$ cat src/rtl/neuron_acc_if.sv
// Handshake bundle between the neuron feeder and its upstream/downstream
// neighbours: pair input side plus the quantised address strobe.
interface neuron_acc_if #(
    parameter int DATA_W = 16,
    parameter int ADDR_W = 8
);
    logic                     start;
    logic                     in_valid;
    logic signed [DATA_W-1:0] x_in;
    logic signed [DATA_W-1:0] w_in;
    logic                     in_ready;
    logic        [ADDR_W-1:0] addr;
    logic                     addr_valid;
    logic                     sat;
    logic                     busy;

    modport master (
        output start, in_valid, x_in, w_in,
        input  in_ready, addr, addr_valid, sat, busy
    );

    modport slave (
        input  start, in_valid, x_in, w_in,
        output in_ready, addr, addr_valid, sat, busy
    );
endinterface

$ cat src/rtl/neuron_acc.sv
// Single-neuron dot-product accumulator: sums N_INPUTS signed products, then
// scales, saturates and offsets the sum into an activation-memory address.
module neuron_acc #(
    parameter int N_INPUTS = 4,
    parameter int DATA_W   = 16,
    parameter int ACC_W    = 36,
    parameter int SHIFT    = 20,
    parameter int ADDR_W   = 8
) (
    input  logic         clk,
    input  logic         rst,
    neuron_acc_if.slave  bus
);
    localparam int PROD_W = 2 * DATA_W;
    localparam int CNT_W  = $clog2(N_INPUTS + 1);
    localparam logic signed [ACC_W-1:0] Q_MAX = ACC_W'((1 <<< (ADDR_W - 1)) - 1);
    localparam logic signed [ACC_W-1:0] Q_MIN = ACC_W'(-(1 <<< (ADDR_W - 1)));

    typedef enum logic [1:0] {
        IDLE  = 2'd0,
        ACC   = 2'd1,
        QUANT = 2'd2,
        DONE  = 2'd3
    } state_e;

    state_e                    state_q;
    logic signed [ACC_W-1:0]   acc_q;
    logic signed [ACC_W-1:0]   acc_d;
    logic        [CNT_W-1:0]   count_q;
    logic        [CNT_W-1:0]   count_d;
    logic        [ADDR_W-1:0]  addr_q;
    logic                      sat_q;
    logic                      addr_valid_q;
    logic                      in_ready_q;
    logic                      busy_q;

    logic signed [PROD_W-1:0]  prod_s;
    logic                      accept_s;
    logic                      last_s;
    logic        [ADDR_W:0]    quant_s;

    // Floor shift, clip to the signed address range, then flip the MSB to
    // turn two's complement into offset binary. Result is {clipped, addr}.
    function automatic logic [ADDR_W:0] quantize(input logic signed [ACC_W-1:0] sum);
        logic signed [ACC_W-1:0] s;
        logic        [ADDR_W-1:0] q;
        logic                     clip;
        s = sum >>> SHIFT;
        if (s > Q_MAX) begin
            q    = Q_MAX[ADDR_W-1:0];
            clip = 1'b1;
        end else if (s < Q_MIN) begin
            q    = Q_MIN[ADDR_W-1:0];
            clip = 1'b1;
        end else begin
            q    = s[ADDR_W-1:0];
            clip = 1'b0;
        end
        return {clip, q ^ {1'b1, {(ADDR_W-1){1'b0}}}};
    endfunction

    // Product, accumulate and quantise datapath feeding the state register.
    always_comb begin
        prod_s   = PROD_W'(bus.x_in) * PROD_W'(bus.w_in);
        accept_s = bus.in_valid && in_ready_q;
        acc_d    = acc_q + ACC_W'(prod_s);
        count_d  = count_q + CNT_W'(1);
        last_s   = (count_q == CNT_W'(N_INPUTS - 1));
        quant_s  = quantize(acc_q);
    end

    // Control FSM with all outputs registered.
    always_ff @(posedge clk) begin
        if (rst) begin
            state_q      <= IDLE;
            acc_q        <= '0;
            count_q      <= '0;
            addr_q       <= '0;
            sat_q        <= 1'b0;
            addr_valid_q <= 1'b0;
            in_ready_q   <= 1'b0;
            busy_q       <= 1'b0;
        end else begin
            case (state_q)
                IDLE: begin
                    addr_valid_q <= 1'b0;
                    if (bus.start) begin
                        acc_q      <= '0;
                        count_q    <= '0;
                        in_ready_q <= 1'b1;
                        busy_q     <= 1'b1;
                        state_q    <= ACC;
                    end else begin
                        in_ready_q <= 1'b0;
                        busy_q     <= 1'b0;
                    end
                end
                ACC: begin
                    if (accept_s) begin
                        acc_q   <= acc_d;
                        count_q <= count_d;
                        if (last_s) begin
                            in_ready_q <= 1'b0;
                            state_q    <= QUANT;
                        end
                    end
                end
                QUANT: begin
                    addr_q       <= quant_s[ADDR_W-1:0];
                    sat_q        <= quant_s[ADDR_W];
                    addr_valid_q <= 1'b1;
                    state_q      <= DONE;
                end
                DONE: begin
                    addr_valid_q <= 1'b0;
                    busy_q       <= 1'b0;
                    state_q      <= IDLE;
                end
                default: begin
                    addr_valid_q <= 1'b0;
                    in_ready_q   <= 1'b0;
                    busy_q       <= 1'b0;
                    state_q      <= IDLE;
                end
            endcase
        end
    end

    assign bus.in_ready   = in_ready_q;
    assign bus.addr       = addr_q;
    assign bus.addr_valid = addr_valid_q;
    assign bus.sat        = sat_q;
    assign bus.busy       = busy_q;
endmodule
$ cat src/flat_wrapper.sv
// flat-port wrapper written by rule: the top's interface ports become plain ports
module neuron_acc_flat 
#(
    parameter int N_INPUTS = 4,
    parameter int DATA_W   = 16,
    parameter int ACC_W    = 36,
    parameter int SHIFT    = 20,
    parameter int ADDR_W   = 8
)
  (clk, rst, bus_start, bus_in_valid, bus_x_in, bus_w_in, bus_in_ready, bus_addr, bus_addr_valid, bus_sat, bus_busy);
  neuron_acc_if #(.DATA_W(DATA_W), .ADDR_W(ADDR_W)) bus_i ();
  input  logic clk;
  input  logic rst;
  input wire logic [$bits(bus_i.start)-1:0] bus_start;
  input wire logic [$bits(bus_i.in_valid)-1:0] bus_in_valid;
  input wire logic [$bits(bus_i.x_in)-1:0] bus_x_in;
  input wire logic [$bits(bus_i.w_in)-1:0] bus_w_in;
  output wire logic [$bits(bus_i.in_ready)-1:0] bus_in_ready;
  output wire logic [$bits(bus_i.addr)-1:0] bus_addr;
  output wire logic [$bits(bus_i.addr_valid)-1:0] bus_addr_valid;
  output wire logic [$bits(bus_i.sat)-1:0] bus_sat;
  output wire logic [$bits(bus_i.busy)-1:0] bus_busy;
  assign bus_i.start = bus_start;
  assign bus_i.in_valid = bus_in_valid;
  assign bus_i.x_in = bus_x_in;
  assign bus_i.w_in = bus_w_in;
  assign bus_in_ready = bus_i.in_ready;
  assign bus_addr = bus_i.addr;
  assign bus_addr_valid = bus_i.addr_valid;
  assign bus_sat = bus_i.sat;
  assign bus_busy = bus_i.busy;
  neuron_acc #(.N_INPUTS(N_INPUTS), .DATA_W(DATA_W), .ACC_W(ACC_W), .SHIFT(SHIFT), .ADDR_W(ADDR_W)) u_core (.clk(clk), .rst(rst), .bus(bus_i));
endmodule
$ cat config.mk
export PLATFORM = sky130hd
export DESIGN_NAME = neuron_acc_flat
export DESIGN_NICKNAME = d
export VERILOG_FILES = /design/src/rtl/neuron_acc_if.sv /design/src/rtl/neuron_acc.sv /design/src/flat_wrapper.sv
export SDC_FILE = /design/constraint.sdc
export NUM_CORES = 1
export LEC_CHECK = 0
export ABC_AREA = 1
export CAP_MARGIN = 20
export CORE_ASPECT_RATIO = 1.75
export CORE_MARGIN = 4
export CORE_UTILIZATION = 40
export DETAILED_ROUTE_END_ITERATION = 16
export PLACE_DENSITY_LB_ADDON = 0.15
export SYNTH_ARGS = -nofsm -noshare
export SYNTH_HDL_FRONTEND = slang
export SYNTH_SLANG_ARGS = --single-unit
$ cat constraint.sdc
create_clock -name clk -period 12.85 [get_ports clk]
set_clock_uncertainty 0.05 [all_clocks]
set_input_delay 2.57 -clock clk [delete_from_list [all_inputs] [get_ports clk]]
set_output_delay 2.57 -clock clk [all_outputs]
set_load 0.02 [all_outputs]
==> summary by stage <==
Timing
The worst path in the final design needs a cycle of 8.894 ns, including I/O delays and setup. The ratio of final minimum period to clock period is 69.22%. The upper clock frequency limit is ~110 MHz. The count of final setup violators is 0.

The max-slew violation count is 0. For the pin with the worst max-slew slack, the measured transition is 1.063 ns. The hold violation count in the final report is 0. The headroom to the max-slew limit is 29.16%. The final setup TNS is 0 ns. Setup repair after global routing left no endpoint under its margin.

Final layout
The final cell utilization of the core is ~43%. The most common cell after layout, fill and taps aside is inv_1. The area growth from synthesis to layout is 6.374%. Of the cells placed in the final design, the portion with a size suffix greater than 1 is 2.872%. The final layout contains 2,448 nets. In the layout the commonest cells are inv_1 (621), nand2_1 (525), fa_1 (314), ha_1 (114), a21oi_1 (89). The number of antenna diodes in the final layout is 0.

Route
The aggregate routed wire length is 39,140 microns. Before antenna repair, the detailed router went through 5 iterations. In the final routed layout, each cell accounts on average for 15.91 microns. The first routing iteration left 462 violations. For this run, design rule violations remaining after detail routing come to 0. After detailed routing, the number of vias per cell comes to between 4 and 5. Once detail routing completed, the nets flagged for antenna violations numbered 0.

The number of vias in the routed layout is 11,710.

Yosys
Of all cell types, the one taking the most synthesized area is fa_1. After synthesis, flip-flops and latches occupy 7.112% of the total area. The post-synthesis net count is around 2,500. In this run, synthesis produced a sequential element count of 53.

Ranked by total cell area, the synthesized netlist is headed by fa_1 (42%), inv_1 (16%), nand2_1 (13%). The post-synthesis area per instance is 7.460 sq um. For this run, asynchronously set or reset flops after synthesis account for 0%. The synthesized netlist contains 34 unique library cells.

Among all flip-flop cells after synthesis, the most frequent one is dfxtp_1. The cell count after synthesis came out at 2,000. Counting flops with a built-in enable in the synthesized netlist gives 0. Of the post-synthesis cell area, the dominant cell type holds 42.13%. The number of warnings reported in the yosys synthesis log is 0. The cell area that synthesis handed to floorplanning was 0.01492 sq mm.

Placement
The final RePlAce weighted congestion is 0.8939. The placed wire-length estimate after detailed placement is ~34,000 microns. The count of input and output buffers is between 40 and 50.

Die
The die is 154.0 microns wide. After floorplanning, the core was sized to cover 0.03689 sq mm. The die height is between 200 and 300 microns.

The row count is 93. For this design the top-level I/O count stands at 48. The effective utilization at floorplan is 40.45%. The die outline area is 0.04057 sq mm.

Global route
The total global routing overflow is 0. The initial antenna violation count is 0. The number of global-route vias before repair is 12,780. The first global-routing pass estimated 64,870 microns of wire.

The largest net degree at the start of global routing is 51. In the global route stage, overall resource usage came out at 19.98%.

Clocking
The maximum count of clock buffers along a single path is 2. TritonCTS built the clock tree. The maximum level of the CTS H-tree is 2. The later-pin clock latency in the skew report is 0.31 ns. Post-CTS timing repair inserted 0 buffers for setup. The number of gates resized after CTS was 0. The clock net sink count is 53. The number of clock buffers added by TritonCTS is 5. The number of buffers added to fix hold violations after cts is 0.

The post-CTS clock slew at the launch and capture registers of the worst setup and hold paths is 0.08 ns. The buffer type at the clock tree root is clkbuf_16.

Setup path
The data required time of the worst path is 12.95 ns. For flop-to-flop paths, the worst setup slack is 8.05 ns. Data arrives at the worst endpoint at 8.99 ns. Of all nets on the critical path, the largest fanout is 16.

The type of destination of the critical path is a flip-flop. STA classifies the critical path startpoint as an input port. The type of the setup path with the least slack is input port to flip-flop.

Status
The run finished with clean final reports.

Flow run
Across the run, the number of max-cap violations was 0.

Min path
In this run the worst hold path is classified as flip-flop to flip-flop.
-- per-layer routing --
metal	part of all wire [%]	global-route usage, %
met1	35	20.81
met2	60	41.21
met3	1.9	1.053
met4	3.8	6.641
met5	0	0
-- state kept, by name, indices dropped and copies added (netlist names) --
register	cells
u_core.bus.sat	1
u_core.bus.busy	1
u_core.acc_q	36
u_core.bus.addr_valid	1
u_core.bus.addr	8
u_core.state_q	2
u_core.count_q	3
u_core.bus.in_ready	1
-- critical path, stage by stage --
cell             delay [ns]
clkdlybuf4s50_1        1.02
nand2_1                0.22
fa_1                   0.63
fa_1                   0.89
fa_1                   0.60
fa_1                   0.52
inv_1                  0.05
fa_1                   0.47
inv_1                  0.05
fa_1                   0.47
inv_1                  0.04
ha_1                   0.41
nand2_2                0.13
nor2_2                 0.16
inv_1                  0.08
nor2_1                 0.15
and3_1                 0.16
nand2_1                0.09
nand2_1                0.07
nand2_1                0.04
nand3_1                0.07
a21oi_1                0.08
-- logic make-up after synthesis --
kind of cell	Yosys count	share of synthesized area (%)
fa+ha+maj	428	51.69
simple gates	688	18.93
compound gates	127	4.403
buf+inv	704	17.86
flops	53	7.112
-- final timing paths --
path                           end             start  depth (start not counted)
setup / recovery  u_core.acc_q[31]       bus_w_in[1]                         22
hold / removal    u_core.acc_q[15]  u_core.acc_q[15]                          2
setup reg to reg  u_core.acc_q[22]  u_core.acc_q[15]                         20
hold reg to reg   u_core.acc_q[15]  u_core.acc_q[15]                          2
-- Yosys cell counts (2+ instances only) --
library cell  instances
inv_1               621
nand2_1             525
fa_1                314
ha_1                114
a21oi_1              89
clkbuf_1             67
nor2_1               59
dfxtp_1              53
nand3_1              45
o21ai_0              29
nand2_2              17
nand4_1               7
buf_2                 6
nand3b_1              6
nor2_2                6
nor3_2                5
inv_2                 4
nor3_1                4
or2_2                 4
clkinv_1              3
nand3_2               3
a21oi_2               2
and2_1                2
and3_1                2
buf_4                 2
nor4_1                2
o21bai_1              2
-- metrics by stage --
| stage | worst slack, ns | cell area (sq um) | hold WS [ns] | std cells |
|---|---|---|---|---|
| final | 3.956 | 15870 | 0.4200 | 2460 |
| after global routing | 3.514 | 15870 | 0.4370 | 2460 |
| after CTS | 3.839 | 15870 | 0.4184 | 2460 |
| after detailed placement | 3.529 | 15720 | 0.4062 | 2452 |
| after global placement | 3.627 | 15720 | 0.4102 | 2452 |
| after floorplan | 4.974 | 14920 | 0.3787 | 2000 |
-- final cells by class --
cell class | instances | area (sq um)
Clock buffer | 5 | 125.1
Clock inverter | 3 | 28.78
Fill cell | 3847 | 21020
Inverter | 628 | 2357
Multi-Input combinational cell | 1243 | 11190
Sequential cell | 53 | 1061
Tap cell | 475 | 594.3
Timing Repair Buffer | 53 | 510.5
Power is left out: the tool's default activity adds up to more than one toggle a clock period on the data nets, which glitch-free logic cannot reach.
